--- config.mk ---
export PLATFORM = sky130hd
export DESIGN_NAME = regfile_wb_ctrl_flat
export DESIGN_NICKNAME = d
export VERILOG_FILES = /design/src/rtl/regfile_wb_ctrl_pkg.sv /design/src/rtl/regfile_wb_ctrl_if.sv /design/src/rtl/regfile_wb_arb.sv /design/src/rtl/regfile_wb_ctrl.sv /design/src/flat_wrapper.sv
export SDC_FILE = /design/constraint.sdc
export NUM_CORES = 1
export LEC_CHECK = 0
export BUFFER_PORTS_ARGS = -buffer_cell sky130_fd_sc_hd__buf_2
export CAP_MARGIN = 20
export CORE_AREA = 2 2 98 100
export DETAILED_ROUTE_END_ITERATION = 8
export DIE_AREA = 0 0 100 102
export GPL_ROUTABILITY_DRIVEN = 0
export HOLD_SLACK_MARGIN = 0.06
export PLACE_DENSITY = 0.83
export RECOVER_POWER = 100
export SLEW_MARGIN = 20
export SYNTH_ARGS = -nofsm -noshare
export SYNTH_HDL_FRONTEND = slang
export SYNTH_HIERARCHICAL = 1
export SYNTH_SLANG_ARGS = --single-unit
--- constraint.sdc ---
create_clock -name clk_i -period 2.5 [get_ports clk_i]
set_clock_uncertainty 0.1 [all_clocks]
set_input_delay 0.5 -clock clk_i [delete_from_list [all_inputs] [get_ports clk_i]]
set_output_delay 0.5 -clock clk_i [all_outputs]
set_load 0.03 [all_outputs]
--- src/rtl/regfile_wb_ctrl_pkg.sv ---
// rtl/regfile_wb_ctrl_pkg.sv - shared types for the register-file writeback controller
package regfile_wb_ctrl_pkg;
   typedef logic [4:0]  reg_idx_t;
   typedef logic [31:0] word_t;
   typedef enum logic {REQ_EX = 1'b0, REQ_MEM = 1'b1} req_e;

   function automatic logic is_x0(input reg_idx_t r);
      return r == '0;
   endfunction
endpackage

--- src/rtl/regfile_wb_ctrl_if.sv ---
// rtl/regfile_wb_ctrl_if.sv - issue, writeback, register-file and scoreboard-query signal bundle
interface regfile_wb_ctrl_if;
   import regfile_wb_ctrl_pkg::*;

   logic     issue_en_i;
   reg_idx_t issue_rd_i;
   logic     ex_valid_i;
   reg_idx_t ex_rd_i;
   word_t    ex_data_i;
   logic     ex_ready_o;
   logic     mem_valid_i;
   reg_idx_t mem_rd_i;
   word_t    mem_data_i;
   logic     mem_ready_o;
   logic     rf_wr_en_o;
   reg_idx_t rf_wr_addr_o;
   word_t    rf_wr_data_o;
   reg_idx_t chk_addr1_i;
   reg_idx_t chk_addr2_i;
   logic     busy1_o;
   logic     busy2_o;
   logic     byp_hit1_o;
   logic     byp_hit2_o;
   word_t    byp_data_o;

   modport master (
      output issue_en_i, issue_rd_i,
      output ex_valid_i, ex_rd_i, ex_data_i, input ex_ready_o,
      output mem_valid_i, mem_rd_i, mem_data_i, input mem_ready_o,
      input  rf_wr_en_o, rf_wr_addr_o, rf_wr_data_o,
      output chk_addr1_i, chk_addr2_i, input busy1_o, busy2_o,
      input  byp_hit1_o, byp_hit2_o, byp_data_o
   );

   modport slave (
      input  issue_en_i, issue_rd_i,
      input  ex_valid_i, ex_rd_i, ex_data_i, output ex_ready_o,
      input  mem_valid_i, mem_rd_i, mem_data_i, output mem_ready_o,
      output rf_wr_en_o, rf_wr_addr_o, rf_wr_data_o,
      input  chk_addr1_i, chk_addr2_i, output busy1_o, busy2_o,
      output byp_hit1_o, byp_hit2_o, byp_data_o
   );
endinterface

--- src/rtl/regfile_wb_arb.sv ---
// rtl/regfile_wb_arb.sv - 2-way writeback arbiter (execute vs load) with round-robin pointer
module regfile_wb_arb
   import regfile_wb_ctrl_pkg::*;
#(
   parameter bit RR_EN = 1'b1
) (
   input  logic clk,
   input  logic rst,
   input  logic ex_valid,
   input  logic mem_valid,
   output logic ex_grant,
   output logic mem_grant
);
   req_e prio;
   req_e winner;
   logic contested;

   assign contested = ex_valid && mem_valid;

   // The pointer only matters when both requesters compete; fixed mode always favours ex.
   always_comb begin
      winner = REQ_EX;
      if (mem_valid && !ex_valid)
         winner = REQ_MEM;
      else if (contested && RR_EN && prio == REQ_MEM)
         winner = REQ_MEM;
   end

   assign ex_grant  = !rst && ex_valid  && winner == REQ_EX;
   assign mem_grant = !rst && mem_valid && winner == REQ_MEM;

   always_ff @(posedge clk or posedge rst) begin
      if (rst)
         prio <= REQ_EX;
      else if (RR_EN && contested)
         prio <= (winner == REQ_EX) ? REQ_MEM : REQ_EX;
   end
endmodule

--- src/rtl/regfile_wb_ctrl.sv ---
// rtl/regfile_wb_ctrl.sv - writeback arbitration, busy scoreboard and write-port register (bypass via REGFILE_WB_BYPASS_EN)
module regfile_wb_ctrl
   import regfile_wb_ctrl_pkg::*;
#(
   parameter int RR_EN = 1
) (
   input logic               clk_i,
   input logic               reset_i,
   regfile_wb_ctrl_if.slave  bus
);
   logic        ex_grant;
   logic        mem_grant;
   logic        fire;
   logic        wr_real;
   reg_idx_t    wr_rd;
   word_t       wr_data;
   logic [31:1] sb;
   logic [31:1] sb_next;
   logic [31:0] sb_full;
   logic        wr_en_q;
   reg_idx_t    wr_addr_q;
   word_t       wr_data_q;
   logic        hit1;
   logic        hit2;

   regfile_wb_arb #(.RR_EN(RR_EN != 0)) u_arb (
      .clk       (clk_i),
      .rst       (reset_i),
      .ex_valid  (bus.ex_valid_i),
      .mem_valid (bus.mem_valid_i),
      .ex_grant  (ex_grant),
      .mem_grant (mem_grant)
   );

   assign bus.ex_ready_o  = ex_grant;
   assign bus.mem_ready_o = mem_grant;

   assign fire    = ex_grant || mem_grant;
   assign wr_rd   = ex_grant ? bus.ex_rd_i   : bus.mem_rd_i;
   assign wr_data = ex_grant ? bus.ex_data_i : bus.mem_data_i;
   assign wr_real = fire && !is_x0(wr_rd);

   // Set is applied after clear so a same-edge issue of a retiring register keeps it busy.
   always_comb begin
      sb_next = sb;
      if (wr_real)
         sb_next[wr_rd] = 1'b0;
      if (bus.issue_en_i && !is_x0(bus.issue_rd_i))
         sb_next[bus.issue_rd_i] = 1'b1;
   end

   always_ff @(posedge clk_i or posedge reset_i) begin
      if (reset_i) begin
         sb        <= '0;
         wr_en_q   <= 1'b0;
         wr_addr_q <= '0;
         wr_data_q <= '0;
      end else begin
         sb      <= sb_next;
         wr_en_q <= wr_real;
         if (wr_real) begin
            wr_addr_q <= wr_rd;
            wr_data_q <= wr_data;
         end
      end
   end

   assign bus.rf_wr_en_o   = wr_en_q;
   assign bus.rf_wr_addr_o = wr_addr_q;
   assign bus.rf_wr_data_o = wr_data_q;

`ifdef REGFILE_WB_BYPASS_EN
   assign hit1 = wr_en_q && wr_addr_q == bus.chk_addr1_i && !is_x0(bus.chk_addr1_i);
   assign hit2 = wr_en_q && wr_addr_q == bus.chk_addr2_i && !is_x0(bus.chk_addr2_i);
   assign bus.byp_data_o = wr_data_q;
`else
   assign hit1 = 1'b0;
   assign hit2 = 1'b0;
   assign bus.byp_data_o = '0;
`endif

   // x0 never reads busy: bit 0 of the widened view is hard-wired low.
   assign sb_full        = {sb, 1'b0};
   assign bus.busy1_o    = sb_full[bus.chk_addr1_i] && !hit1;
   assign bus.busy2_o    = sb_full[bus.chk_addr2_i] && !hit2;
   assign bus.byp_hit1_o = hit1;
   assign bus.byp_hit2_o = hit2;
endmodule

--- src/flat_wrapper.sv ---
// flat-port wrapper written by rule: the top's interface ports become plain ports
module regfile_wb_ctrl_flat import regfile_wb_ctrl_pkg::*;
#(
   parameter int RR_EN = 1
)
  (clk_i, reset_i, bus_issue_en_i, bus_issue_rd_i, bus_ex_valid_i, bus_ex_rd_i, bus_ex_data_i, bus_ex_ready_o, bus_mem_valid_i, bus_mem_rd_i, bus_mem_data_i, bus_mem_ready_o, bus_rf_wr_en_o, bus_rf_wr_addr_o, bus_rf_wr_data_o, bus_chk_addr1_i, bus_chk_addr2_i, bus_busy1_o, bus_busy2_o, bus_byp_hit1_o, bus_byp_hit2_o, bus_byp_data_o);
  regfile_wb_ctrl_if bus_i ();
  input logic clk_i;
  input logic reset_i;
  input wire logic [$bits(bus_i.issue_en_i)-1:0] bus_issue_en_i;
  input wire logic [$bits(bus_i.issue_rd_i)-1:0] bus_issue_rd_i;
  input wire logic [$bits(bus_i.ex_valid_i)-1:0] bus_ex_valid_i;
  input wire logic [$bits(bus_i.ex_rd_i)-1:0] bus_ex_rd_i;
  input wire logic [$bits(bus_i.ex_data_i)-1:0] bus_ex_data_i;
  output wire logic [$bits(bus_i.ex_ready_o)-1:0] bus_ex_ready_o;
  input wire logic [$bits(bus_i.mem_valid_i)-1:0] bus_mem_valid_i;
  input wire logic [$bits(bus_i.mem_rd_i)-1:0] bus_mem_rd_i;
  input wire logic [$bits(bus_i.mem_data_i)-1:0] bus_mem_data_i;
  output wire logic [$bits(bus_i.mem_ready_o)-1:0] bus_mem_ready_o;
  output wire logic [$bits(bus_i.rf_wr_en_o)-1:0] bus_rf_wr_en_o;
  output wire logic [$bits(bus_i.rf_wr_addr_o)-1:0] bus_rf_wr_addr_o;
  output wire logic [$bits(bus_i.rf_wr_data_o)-1:0] bus_rf_wr_data_o;
  input wire logic [$bits(bus_i.chk_addr1_i)-1:0] bus_chk_addr1_i;
  input wire logic [$bits(bus_i.chk_addr2_i)-1:0] bus_chk_addr2_i;
  output wire logic [$bits(bus_i.busy1_o)-1:0] bus_busy1_o;
  output wire logic [$bits(bus_i.busy2_o)-1:0] bus_busy2_o;
  output wire logic [$bits(bus_i.byp_hit1_o)-1:0] bus_byp_hit1_o;
  output wire logic [$bits(bus_i.byp_hit2_o)-1:0] bus_byp_hit2_o;
  output wire logic [$bits(bus_i.byp_data_o)-1:0] bus_byp_data_o;
  assign bus_i.issue_en_i = bus_issue_en_i;
  assign bus_i.issue_rd_i = bus_issue_rd_i;
  assign bus_i.ex_valid_i = bus_ex_valid_i;
  assign bus_i.ex_rd_i = bus_ex_rd_i;
  assign bus_i.ex_data_i = bus_ex_data_i;
  assign bus_ex_ready_o = bus_i.ex_ready_o;
  assign bus_i.mem_valid_i = bus_mem_valid_i;
  assign bus_i.mem_rd_i = bus_mem_rd_i;
  assign bus_i.mem_data_i = bus_mem_data_i;
  assign bus_mem_ready_o = bus_i.mem_ready_o;
  assign bus_rf_wr_en_o = bus_i.rf_wr_en_o;
  assign bus_rf_wr_addr_o = bus_i.rf_wr_addr_o;
  assign bus_rf_wr_data_o = bus_i.rf_wr_data_o;
  assign bus_i.chk_addr1_i = bus_chk_addr1_i;
  assign bus_i.chk_addr2_i = bus_chk_addr2_i;
  assign bus_busy1_o = bus_i.busy1_o;
  assign bus_busy2_o = bus_i.busy2_o;
  assign bus_byp_hit1_o = bus_i.byp_hit1_o;
  assign bus_byp_hit2_o = bus_i.byp_hit2_o;
  assign bus_byp_data_o = bus_i.byp_data_o;
  regfile_wb_ctrl #(.RR_EN(RR_EN)) u_core (.clk_i(clk_i), .reset_i(reset_i), .bus(bus_i));
endmodule
==> results.md <==
- Status: finished, final reports clean
- Die ar.: 10200 um2
- Design area: roughly 5200 um2
- Register area: around 1800 um2
- Area delta synth->final: 16.80%
- Global-route wire length before repair: roughly 18000 um
- Worst-margin pin slew: between 0.8 and 0.9 ns
- Leak pwr: between 2 and 2.5 nW
- Yosys reg bits: 70
- Commonest non-fill, non-tap cells in the layout: 94 x buf_2, 70 x dfrtp_1, 43 x mux2_2, 42 x clkbuf_1, 34 x conb_1
- Crit path DAT: approximately 1.8 ns
- Worst reg2reg path depth: 6
- M3 GR Usage: under 10%
- Most heavily used metal layer in global routing: met2
- Vias/cell: ~5.5
- Relative slew slack: around two fifths
- Clock Latency Late Sink: between 0.3 and 0.4 ns
- DIE HEIGHT: around 100 um
- Worst IR Drop VDD: between 0.0004 and 0.0005 V
- Fillcell total: 800
- Antenna Nets Post-Route: 0
- Post-synth cell types: 45
- Worst Setup End Kind: output pin
- Number of synthesized flops with an enable pin: 0
- Syn Inst Count: between 300 and 400
- Number of global-route vias before repair: 3577
- Total core area: a little over 9000 um2
- Reg2reg end: u_core/bus.rf_wr_data_o[16]$_DFFE_PP0N_
- R2R setup slack: 0.12 ns
- PortBufs: around 140
- Total wire length: approximately 11000 um
- Final setup vio count: 0
- Maxcap violations: 0
- Initial antenna violation count: 0
- Sequential area share after synthesis: between 30% and 40%
- Overall Global Routing Usage: between 20% and 30%
- Most common cell after layout, fill and taps aside: buf_2
- Final nets: between 600 and 700
- Setup Buffers After CTS: 0
- Root Driver: clkbuf_8
- Synth Area per Inst: between 10 and 15 um2
- Post-Syn Area: 4477 um2
- Antenna cell count: 0
- Top Ports: 170
- Layout cell share with drive strength beyond 1: a little over a third
- Critical path class: register to output pin
- DRC errors left: 0
- Min cycle time layout: 2.430 ns
- RR Startpoint: u_core/u_arb/prio$_DFFE_PP0P_
- CTS Buffer Depth: 2
- Die X: around 100 um
- Crit path required time: ~1.9 ns
- Post-synthesis async set-or-reset flop share: 100.0%
- Hold Crit Class: input pin to async pin
- Pre-CTS setup slack: -0.02453 ns
- Starting density of the core: between 40% and 50%
- Post-route setup slack: ~0.070 ns
- Clock Sinks: 70
- Vias: 3564
- Detailed Route Iter0 Violations: approximately 210
- 1st-pass router iterations: 4
- TritonCTS clock tree: done
- Final period util: between 90% and 100%
- CP startpoint kind: register
- Placement Cell Area: between 5000 and 6000 um2
- GR Overflow Total: 0
- Std-Cell Rows: 35
- Number of warnings issued by yosys: 6
- Post-DP HPWL: ~8600 um
- Endpoints failing hold: 0
- Crit. Startpoint: u_core/sb[7]$_DFF_PP0_
- H-tree levels: 3
- Largest net degree at the start of global routing: 32
- Wirelength per Cell: 17.07 um
- TritonCTS Buffers: 9
- Multi-input logic area: ~2400 um2
- Clk slew on worst S/H paths: around 0.070 ns
- Met1 Usage GRT: about 29%
- Most used flip-flop cell after synthesis: dfrtp_1
- Met2 Use GR: around 37%
- Crit path max fanout: 3
- Pwr dens: 880.0 nW/um2
- RSZ-0062 raised after global routing: no
- F_max: between 400 and 500 MHz
- Max-slew violation count: 0
==> per-stage QoR <==
| stage | power, mW | cells | setup TNS (ns) | utilization (%) | hold WS [ns] |
|---|---|---|---|---|---|
| floorplan | 3.266 | 429 | -0.4672 | - | 0.1370 |
| global placement | 3.715 | 631 | 0 | 56.33 | 0.2881 |
| detailed placement | 3.795 | 631 | -0.1039 | 56.33 | 0.2959 |
| CTS | 4.798 | 648 | 0 | 58.80 | 0.09931 |
| global route | 4.838 | 648 | 0 | 57.40 | 0.3391 |
| finish | 4.601 | 648 | 0 | 57.40 | 0.2666 |
==> per-layer routing <==
layer / wire length, um / part of all wire [%]
met1: 4668 / 42
met2: 5422 / 49
met5: 0 / 0
met3: 840 / 7.6
met4: 132 / 1.2
==> synth_stat cells, types with 2 or more instances <==
master | count | area, um2
a211oi_1 | 3 | 22.52
a21bo_2 | 3 | 30.03
a21o_1 | 2 | 15.01
a21oi_1 | 7 | 35.03
a22oi_1 | 7 | 52.55
and3b_1 | 3 | 26.28
buf_12 | 3 | 60.06
buf_2 | 5 | 25.02
buf_4 | 34 | 255.2
clkbuf_1 | 9 | 33.78
dfrtp_1 | 70 | 1752
inv_1 | 7 | 26.28
mux2_2 | 43 | 484.2
mux2_4 | 30 | 450.4
mux2i_1 | 19 | 190.2
mux4_2 | 6 | 135.1
nand2_1 | 21 | 78.83
nand2b_1 | 7 | 43.79
nand3_1 | 14 | 70.07
nand3b_1 | 4 | 30.03
nand4_1 | 3 | 18.77
nor2_1 | 9 | 33.78
nor2b_1 | 7 | 43.79
nor3b_1 | 2 | 15.01
nor3b_2 | 2 | 25.02
o2111ai_1 | 2 | 17.52
o211ai_1 | 3 | 22.52
o21ai_0 | 33 | 165.2
o2bb2ai_1 | 14 | 122.6
o41ai_1 | 3 | 26.28
or2_2 | 6 | 37.54
or3b_2 | 2 | 17.52
==> worst max-delay path: stages, from the launching register on <==
cell	delay, ns
dfrtp_1	0.40
mux4_2	0.48
nand2b_1	0.15
o211ai_1	0.14
nand4_1	0.12
buf_2	0.19
==> power by group <==
group	internal, mW	leakage, nW	switching, mW
Combinational	0.679	1.41	1.09
Clock	0.564	0.0998	0.433
Sequential	1.52	0.825	0.309
Total	2.77	2.33	1.83
==> registers in the layout, indices dropped and copies added (netlist names) <==
| register | flops |
|---|---|
| u_core/bus.rf_wr_addr_o | 5 |
| u_core/sb | 31 |
| u_core/bus.rf_wr_data_o | 32 |
| u_core/bus.rf_wr_en_o | 1 |
| u_core/u_arb/prio | 1 |
==> repair_timing <==
item,in CTS,in global routing
gates resized for setup,0,3
hold buffers,1,0
endpoints found under the hold margin,1,0
setup endpoints to repair,0,3
==> cell families after synthesis <==
kind of cell              count (synthesis)  synth area share, %
muxes                                    98                28.14
and+or+nand+nor                          85                10.79
AOI/OAI and AO/OA                        81                12.38
DFF                                      70                39.13
buffers and inverters                    60                9.279
xor gates and xnor gates                  1               0.1957
other                                     1              0.08377
==> how the worst max path moves through the flow <==
stage	to	slack, ns	depth (start not counted)
after floorplan	u_core/bus.rf_wr_addr_o[0]$_DFFE_PP0N_	-0.02	6
after global placement	u_core/bus.rf_wr_data_o[15]$_DFFE_PP0N_	0.07	7
after detailed placement	u_core/bus.rf_wr_data_o[13]$_DFFE_PP0N_	-0.02	7
after CTS	bus_busy2_o	0.08	5
after global routing	u_core/bus.rf_wr_data_o[28]$_DFFE_PP0N_	0.02	7
final	bus_busy2_o	0.07	5
==> final cells by class <==
cell class | instances | area share, %
inverter | 7 | 0.5025
timing repair buffer | 145 | 13.90
sequential | 70 | 33.50
tap | 111 | 2.656
clock inverter | 5 | 1.603
multi-input combinational | 299 | 45.32
clock buffer | 11 | 2.513
Power figures use the tool's default switching activity.
